**config.mk**
```make
export PLATFORM = sky130hd
export DESIGN_NAME = mem_stage
export DESIGN_NICKNAME = d
export VERILOG_FILES = /design/src/rtl/mem_stage_pkg.sv /design/src/rtl/mem_stage_lane_align.sv /design/src/rtl/mem_stage.sv
export SDC_FILE = /design/constraint.sdc
export NUM_CORES = 1
export LEC_CHECK = 0
export ABC_AREA = 1
export CAP_MARGIN = 40
export CELL_PAD_IN_SITES_DETAIL_PLACEMENT = 1
export CELL_PAD_IN_SITES_GLOBAL_PLACEMENT = 1
export CORE_MARGIN = 4
export CORE_UTILIZATION = 33
export CTS_CLUSTER_SIZE = 8
export DETAILED_ROUTE_END_ITERATION = 12
export PLACE_DENSITY_LB_ADDON = 0.1
export SLEW_MARGIN = 20
export SYNTH_ARGS = -nofsm -noshare
export SYNTH_HDL_FRONTEND = slang
export SYNTH_SLANG_ARGS = --single-unit
export TNS_END_PERCENT = 30
```
**constraint.sdc**
```tcl
create_clock -name clk -period 2.42 [get_ports clk]
set_clock_uncertainty 0.05 [all_clocks]
set_input_delay 0.484 -clock clk [delete_from_list [all_inputs] [get_ports clk]]
set_output_delay 0.484 -clock clk [all_outputs]
set_load 0.05 [all_outputs]
```
**src/rtl/mem_stage_pkg.sv**
```systemverilog
// Shared CPU definitions for the memory stage: FSM encoding, stage record and byte-lane helpers.
package mem_stage_pkg;

    typedef enum logic [0:0] {
        StIdle,
        StAccess
    } mem_state_e;

    typedef struct packed {
        logic        dmem_we;
        logic        reg_we;
        logic        s_byte;
        logic        s_wrd;
        logic [4:0]  wra;
        logic [31:0] rd2;
        logic [31:0] alu_out;
    } stage_t;

    function automatic logic [3:0] byte_be(input logic [1:0] off);
        return 4'b0001 << off;
    endfunction

    function automatic logic [31:0] sext_byte(input logic [31:0] word, input logic [1:0] off);
        logic [7:0] b;
        case (off)
            2'd0:    b = word[7:0];
            2'd1:    b = word[15:8];
            2'd2:    b = word[23:16];
            default: b = word[31:24];
        endcase
        return {{24{b[7]}}, b};
    endfunction

endpackage

```
**src/rtl/mem_stage_lane_align.sv**
```systemverilog
// Byte-lane steering: store byte enables/replicated data and sign-extended load extraction.
module mem_lane_align
    import mem_stage_pkg::*;
(
    input  logic        i_sByte,
    input  logic [1:0]  i_offset,
    input  logic [31:0] i_rd2,
    input  logic [31:0] i_rdata,
    output logic [3:0]  o_be,
    output logic [31:0] o_wdata,
    output logic [31:0] o_load
);

    always_comb begin
        o_be    = i_sByte ? byte_be(i_offset) : 4'b1111;
        o_wdata = i_sByte ? {4{i_rd2[7:0]}} : i_rd2;
        o_load  = i_sByte ? sext_byte(i_rdata, i_offset) : i_rdata;
    end

endmodule

```
**src/rtl/mem_stage.sv**
```systemverilog
// Memory pipeline stage: stage register, IDLE/ACCESS handshake FSM with timeout, write-back regs.
module mem_stage
    import mem_stage_pkg::*;
#(
    parameter int unsigned WAIT_LIMIT = 16
) (
    input  logic        clk,
    input  logic        rst,
    input  logic        i_MEM_dmemWe,
    input  logic        i_MEM_regWe,
    input  logic        i_MEM_sByte,
    input  logic        i_MEM_sWRD,
    input  logic [4:0]  i_MEM_WRA,
    input  logic [31:0] i_MEM_rd2,
    input  logic [31:0] i_MEM_aluOut,
    output logic        o_MEM_dmReq,
    output logic        o_MEM_dmWe,
    output logic [31:0] o_MEM_dmAddr,
    output logic [3:0]  o_MEM_dmBe,
    output logic [31:0] o_MEM_dmWdata,
    input  logic [31:0] i_MEM_dmRdata,
    input  logic        i_MEM_dmAck,
    output logic        o_MEM_pause,
    output logic        o_MEM_regWe,
    output logic [4:0]  o_MEM_WRA,
    output logic [31:0] o_MEM_wd,
    output logic        o_MEM_err
);

    mem_state_e  r_state, w_state_d;
    stage_t      r_s, w_s_in;
    logic [7:0]  r_cnt, w_cnt_d;
    logic        w_access, w_timeout, w_pause;
    logic [3:0]  w_be;
    logic [31:0] w_wdata, w_load;

    mem_lane_align u_lane (
        .i_sByte  (r_s.s_byte),
        .i_offset (r_s.alu_out[1:0]),
        .i_rd2    (r_s.rd2),
        .i_rdata  (i_MEM_dmRdata),
        .o_be     (w_be),
        .o_wdata  (w_wdata),
        .o_load   (w_load)
    );

    always_comb begin
        w_s_in = '{dmem_we: i_MEM_dmemWe, reg_we: i_MEM_regWe, s_byte: i_MEM_sByte,
                   s_wrd: i_MEM_sWRD, wra: i_MEM_WRA, rd2: i_MEM_rd2, alu_out: i_MEM_aluOut};
        w_access  = (r_state == StAccess);
        // Ack in the final wait cycle takes priority over the abort.
        w_timeout = w_access & (r_cnt == 8'(WAIT_LIMIT - 1)) & ~i_MEM_dmAck;
        w_pause   = w_access & ~i_MEM_dmAck & ~w_timeout;

        w_state_d = r_state;
        w_cnt_d   = r_cnt + 8'd1;
        if (!w_pause) begin
            w_state_d = (i_MEM_dmemWe | i_MEM_sWRD) ? StAccess : StIdle;
            w_cnt_d   = 8'd0;
        end
    end

    always_ff @(posedge clk) begin
        if (rst) begin
            r_state     <= StIdle;
            r_s         <= '0;
            r_cnt       <= 8'd0;
            o_MEM_regWe <= 1'b0;
            o_MEM_WRA   <= 5'd0;
            o_MEM_wd    <= 32'd0;
            o_MEM_err   <= 1'b0;
        end else begin
            r_state <= w_state_d;
            r_cnt   <= w_cnt_d;
            if (!w_pause) begin
                r_s         <= w_s_in;
                o_MEM_regWe <= r_s.reg_we & ~w_timeout;
                o_MEM_WRA   <= r_s.wra;
                o_MEM_wd    <= r_s.s_wrd ? w_load : r_s.alu_out;
            end
            if (w_timeout) o_MEM_err <= 1'b1;
        end
    end

    // Byte enables are only meaningful alongside a request, so they stay quiet in IDLE.
    always_comb begin
        o_MEM_dmReq   = w_access;
        o_MEM_dmWe    = r_s.dmem_we;
        o_MEM_dmAddr  = {r_s.alu_out[31:2], 2'b00};
        o_MEM_dmBe    = w_access ? w_be : 4'b0000;
        o_MEM_dmWdata = w_wdata;
        o_MEM_pause   = w_pause;
    end

endmodule

```
==> results of run 1 <==
-- layer usage --
metal / share of wire / GRT usage / wire length (um) / vias up
li1: - / - / - / 3021
met1: 0.45 / 0.275 / 9490 / 2821
met2: 0.47 / 0.338 / 10000 / 145
met3: 0.057 / 0.0580 / 1210 / 18
met4: 0.018 / 0.0586 / 371 / 0
met5: 0 / 0 / 0 / -
-- sequential cells by signal, summed over array words and instances (netlist names) --
register,flops
r_s,42
o_MEM_wd,32
o_MEM_dmAddr,30
r_cnt,8
o_MEM_WRA,5
o_MEM_dmReq,1
o_MEM_dmWe,1
o_MEM_err,1
o_MEM_regWe,1
-- what timing repair did --
action                                  CTS  global route
endpoints found under the setup margin    0             2
setup buffers                             0             3
gates resized for setup                   0             2
-- worst max path at each step --
stage,start,end,slack (ps),depth (start not counted)
2_1_floorplan,o_MEM_dmReq$_SDFFE_PP0N_,o_MEM_dmBe[1],290,2
3_3_place_gp,i_MEM_dmAck,o_MEM_wd[14]$_SDFFE_PP0N_,240,8
3_5_place_dp,i_MEM_dmAck,o_MEM_wd[17]$_SDFFE_PP0N_,160,8
4_1_cts,r_cnt[0]$_SDFF_PP0_,o_MEM_pause,60,5
5_1_grt,r_cnt[0]$_SDFF_PP0_,o_MEM_pause,-5,5
6_report,r_cnt[0]$_SDFF_PP0_,o_MEM_pause,140,5
-- worst max-delay path: cells and delay by family (launching register included) --
kind                       cells  cell delay [ps]
adders and majority gates      1              240
buffers and inverters          2              270
and+or+nand+nor                1              220
AOI/OAI and AO/OA              1              250
DFF                            1              350
-- power by group --
part,switching (uW),internal (uW)
Sequential,84.9,2140
Combinational,989,648
Clock,907,1830
-- area by class of cell --
class / count / area, um2
Fill cell: 2161 / 8570
Multi-Input combinational cell: 578 / 2610
Tap cell: 225 / 282
Clock buffer: 24 / 492
Antenna cell: 1 / 2.50
Timing Repair Buffer: 237 / 2650
Clock inverter: 7 / 139
Inverter: 66 / 250
Sequential cell: 121 / 2420
-- placed cells by master (no fill, tap or decap), types with 2 or more instances in the layout --
cell type        count
a21oi_1             61
a21oi_2              4
buf_12              32
buf_4               19
bufinv_16            4
clkbuf_1             3
clkbuf_16           17
clkbuf_8             4
clkdlybuf4s50_1    186
clkinv_1             2
clkinv_2             2
conb_1               2
dfxtp_1            119
dfxtp_2              2
inv_1               60
inv_2                3
nand2_1            280
nand2_2              2
nand3_1            122
nand3_2              2
nand4_1              2
nor2_1              31
nor2_4               2
nor3_1               2
o21ai_0             40
o21ai_1             13
or2_2                6
xor2_1               2
-- cell usage after synthesis, drive strengths merged --
cell and count:
buf 72, nand2 283, nand3 124, inv 64, or2 6, xor2 2
nand4 2, a21oi 65, dfxtp 121, conb 1, ha 1, clkinv 2
o21ai 54, xnor2 1, nor2 34, nand3b 1, nor3 3, clkbuf 23
-- through the flow --
stage / hold WS, ps / power (uW) / instances / setup TNS [ps] / area [um2]
6_report: 393 / 6590 / 1259 / 0 / 8840
5_1_grt: 418 / 6860 / 1259 / -4.66 / 8840
4_1_cts: 397 / 6660 / 1255 / 0 / 8820
3_5_place_dp: 382 / 3900 / 1224 / 0 / 8190
3_3_place_gp: 379 / 3890 / 1224 / 0 / 8190
2_1_floorplan: 362 / 3250 / 860 / 0 / 5900
-- kinds of logic after synthesis --
family / after synthesis / synth area share
AND/OR/NAND/NOR: 453 / 0.329
buffers and inverters: 161 / 0.149
flip-flops: 121 / 0.411
AO/OA/AOI/OAI: 119 / 0.104
XOR/XNOR: 3 / 0.00446
adder cells (fa/ha/maj): 1 / 0.00212
other: 1 / 0.000636
==> flow_metrics.tcl, run 1 <==
set metrics [dict create \
    cts_made_buffers 17 \
    pin_count 218 \
    syn_inst 859 \
    port_buffers 215 \
    required_ps 1890 \
    rr_endpoint "r_s[36]$_SDFFE_PP0N_" \
    die_x_um 142 \
    area_delta_synth_final_pct 50.0 \
    num_vias 6005 \
    ant_nets 0 \
    routed_wl_mm 21.1 \
    drt-initial-drc-count 282 \
    critPathMaxFanout 5 \
    die_y_um 142 \
    postSynthAreaPerCell_um2 6.86 \
    drt-pass1-iter-count 4 \
    leakagePower_uw 0.00392 \
    reg2reg_depth 7 \
    hold_viol_final 0 \
    hold_start "r_s[51]$_SDFFE_PP0N_" \
    layout.nets 1130 \
    min_period_ps 2280 \
    yosys_warnings 0 \
    crit_path_start_kind "register" \
    r2r-start "r_cnt[0]$_SDFF_PP0_" \
    max-slew-margin-rel 0.618 \
    cts.sinks 121 \
    crit_type "reg2out" \
    grt_start_max_net_pins 52 \
    fin_util 0.508 \
    rrSetupSlack_ps 400 \
    cts-root-buf "clkbuf_16" \
    holdBufCountCts 0 \
    synth-seq-cells 121 \
    wl_per_cell_um 16.8 \
    grt_pass1_vias 6096 \
    initial_core_util 0.339 \
    synth_top_area_share 0.411 \
    worst_slack_ps 142 \
    critPathMaxStageDelay_ps 350 \
    grt_pass1_wl_mm 33.3 \
    finalCritPeriodShare 0.941 \
    drc_errors 0 \
    dpl_worst_slack_ps 159 \
    critPathSlowestCell "dfxtp_1" \
    overflow 0 \
    path_cells "ha_1 -> nand4_1 -> o21ai_4 -> inv_2 -> buf_12" \
    slew_viol_final 0 \
    hold_path_depth 2 \
    cts_tree "built" \
    ys_seq_area_frac 0.411 \
    synth_area_mm2 0.00590 \
    grt_usage 0.209 \
    post_drt_via_cell_ratio 4.77 \
    coreArea_mm2 0.0174 \
    globalplace.congestion 0.794 \
    ir_worst_vdd_mv 0.509 \
    cts_htree_levels 4 \
    whs_endpoint "r_s[51]$_SDFFE_PP0N_" \
    cp-end-kind "primary output" \
    cap_viol_max_count 0 \
    clock_path_buffers 2 \
    die_area_mm2 0.0201 \
    drive_above_1_share 0.102 \
    setup_viol 0 \
    synth.top_cells.by_area "dfxtp_1, nand2_1, nand3_1, buf_4, a21oi_1" \
    antenna_found_initial 1 \
    hold_path.class "reg2reg" \
    clk_latency_ps 410 \
    clkTransAtPathRegs_ps 60 \
    fmax_mhz 439 \
    crit_arrival_ps 1740 \
    synth_cell_types 31 \
    status "finished clean" \
    num_rows 48 \
    hpwlAfterDp_mm 15.0 \
    worstMarginPinSlew_ps 571 \
    p_per_area_mw_per_mm2 745 \
    synth_top_area_cell "dfxtp_1" \
]
Power figures use the tool's default switching activity.
==> run 2: changes to the inputs <==
--- a/config.mk
+++ b/config.mk
@@ -14,7 +14,8 @@
 export CTS_CLUSTER_SIZE = 8
 export DETAILED_ROUTE_END_ITERATION = 12
 export PLACE_DENSITY_LB_ADDON = 0.1
-export SLEW_MARGIN = 20
+export SKIP_LAST_GASP = 1
+export SLEW_MARGIN = 25
 export SYNTH_ARGS = -nofsm -noshare
 export SYNTH_HDL_FRONTEND = slang
 export SYNTH_SLANG_ARGS = --single-unit
==> run 2 against run 1 <==
Net effect: flip-flop and latch count did not move; core utilization about the same; setup slack got worse by 24 ps; combinational power barely moved; design area about the same; fmax shrank 1.0%; critical path depth down 2; total power about the same.
==> flow_metrics.tcl, run 2 (same netlist as run 1, synthesis figures left out) <==
set metrics [dict create \
    critPathMaxFanout 13 \
    final_cell_mix "nand2_1, clkdlybuf4s50_1, nand3_1" \
    rsz0062_at_grt "yes" \
    routed_wl_mm 21.1 \
    fin_tns_setup_ps 0 \
    final_cell_area_mm2 0.00884 \
    largest_reg_flops 42 \
    critPathMaxStageDelay_ps 620 \
    crit_arrival_ps 1770 \
    wl_per_cell_um 16.8 \
    worstMarginPinSlew_ps 571 \
    post_drt_via_cell_ratio 4.77 \
    cts_resized 0 \
    cp-end-kind "primary output" \
    leakagePower_uw 0.00392 \
    die_x_um 142 \
    antenna_found_initial 1 \
    hpwlAfterDp_mm 15.0 \
    hold_viol_final 0 \
    drive_above_1_share 0.0997 \
    setup_viol 0 \
    final_common_cell "nand2_1" \
    cts_made_buffers 17 \
    globalplace.congestion 0.794 \
    clkTransAtPathRegs_ps 60 \
    cap_viol_max_count 0 \
    cts_tree "built" \
    ir_worst_vdd_mv 0.509 \
    place_area_mm2 0.00819 \
    cts_htree_levels 4 \
    holdBufCountCts 0 \
    clock_path_buffers 2 \
    clk_latency_ps 410 \
    critPathTopFamily "flip-flops" \
    coreArea_mm2 0.0174 \
    cts-root-buf "clkbuf_16" \
    layout.nets 1130 \
    num_rows 48 \
    critPathSlowestCell "dfxtp_1" \
    drc_errors 0 \
    fin_util 0.508 \
    ant_nets 0 \
    grt_pass1_wl_mm 33.3 \
    min_period_ps 2300 \
    die_y_um 142 \
    slew_viol_final 0 \
    port_buffers 215 \
    status "finished clean" \
    initial_core_util 0.339 \
    drt-initial-drc-count 282 \
    required_ps 1890 \
    fillers 2159 \
    die_area_mm2 0.0201 \
    cts.sinks 121 \
    regMostFlops "r_s" \
    fmax_mhz 434 \
    grt_usage 0.209 \
    finalCritPeriodShare 0.951 \
    path_buf_inv 1 \
    post_cts_buffers 0 \
    hold_path.class "reg2reg" \
    num_vias 6005 \
    path_cells "nand2_2 -> a21oi_1 -> buf_12" \
    pin_count 218 \
    overflow 0 \
    area_delta_synth_final_pct 49.9 \
    drt-pass1-iter-count 4 \
    crit_type "reg2out" \
    grt_start_max_net_pins 52 \
    max-slew-margin-rel 0.618 \
    crit_path_start_kind "register" \
    p_per_area_mw_per_mm2 745 \
    grt_pass1_vias 6096 \
]
[run 2: cell counts in the layout (fill, tap and decap cells not counted)]
No cell type changed its count.
[run 2: cell type report]
cell class | count | area [um2] | share of cell area
repair buffers | 237 | 2650 | 0.299
multi-input cells | 578 | 2610 | 0.295
flip-flops and latches | 121 | 2420 | 0.274
clock buffers | 24 | 492 | 0.0556
well taps | 225 | 282 | 0.0318
inverters | 66 | 250 | 0.0283
clock inverters | 7 | 139 | 0.0157
diodes | 1 | 2.50 | 0.000283
[run 2: worst register-to-register path: cells and delay by family, from the launching register on]
kind / cells / cell delay (ps)
simple gates: 3 / 520
buf+inv: 2 / 550
fa+ha+maj: 1 / 240
compound gates: 1 / 250
flops: 1 / 350
[run 2: report_power, final]
part / switching [uW] / internal [uW]
Clock: 907 / 1830
Sequential: 84.9 / 2130
Combinational: 989 / 648
[run 2: per-stage QoR]
| stage | hold WS [ps] | worst slack [ps] | power, uW | std cells |
|---|---|---|---|---|
| after global routing | 418 | -19.9 | 6860 | 1259 |
| after CTS | 397 | 56.0 | 6660 | 1255 |
| after detailed placement | 382 | 159 | 3900 | 1224 |
| after floorplan | 362 | 292 | 3250 | 860 |
| after global placement | 379 | 238 | 3890 | 1224 |
| final | 393 | 118 | 6590 | 1259 |
[run 2: final timing paths]
kind	slack, ps	cells after the start	end	startpoint
worst max-delay path	120	3	o_MEM_dmBe[3]	r_s[0]$_SDFFE_PP0N_
worst min-delay path	390	2	r_s[51]$_SDFFE_PP0N_	r_s[51]$_SDFFE_PP0N_
worst max register to register	400	7	r_s[36]$_SDFFE_PP0N_	r_cnt[0]$_SDFF_PP0_
worst min register to register	390	2	r_s[51]$_SDFFE_PP0N_	r_s[51]$_SDFFE_PP0N_
[run 2: layer usage]
layer / vias up / track usage / wire length [um]
li1: 3021 / - / -
met1: 2821 / 0.275 / 9490
met2: 145 / 0.338 / 10000
met3: 18 / 0.0580 / 1210
met4: 0 / 0.0586 / 371
met5: - / 0 / 0
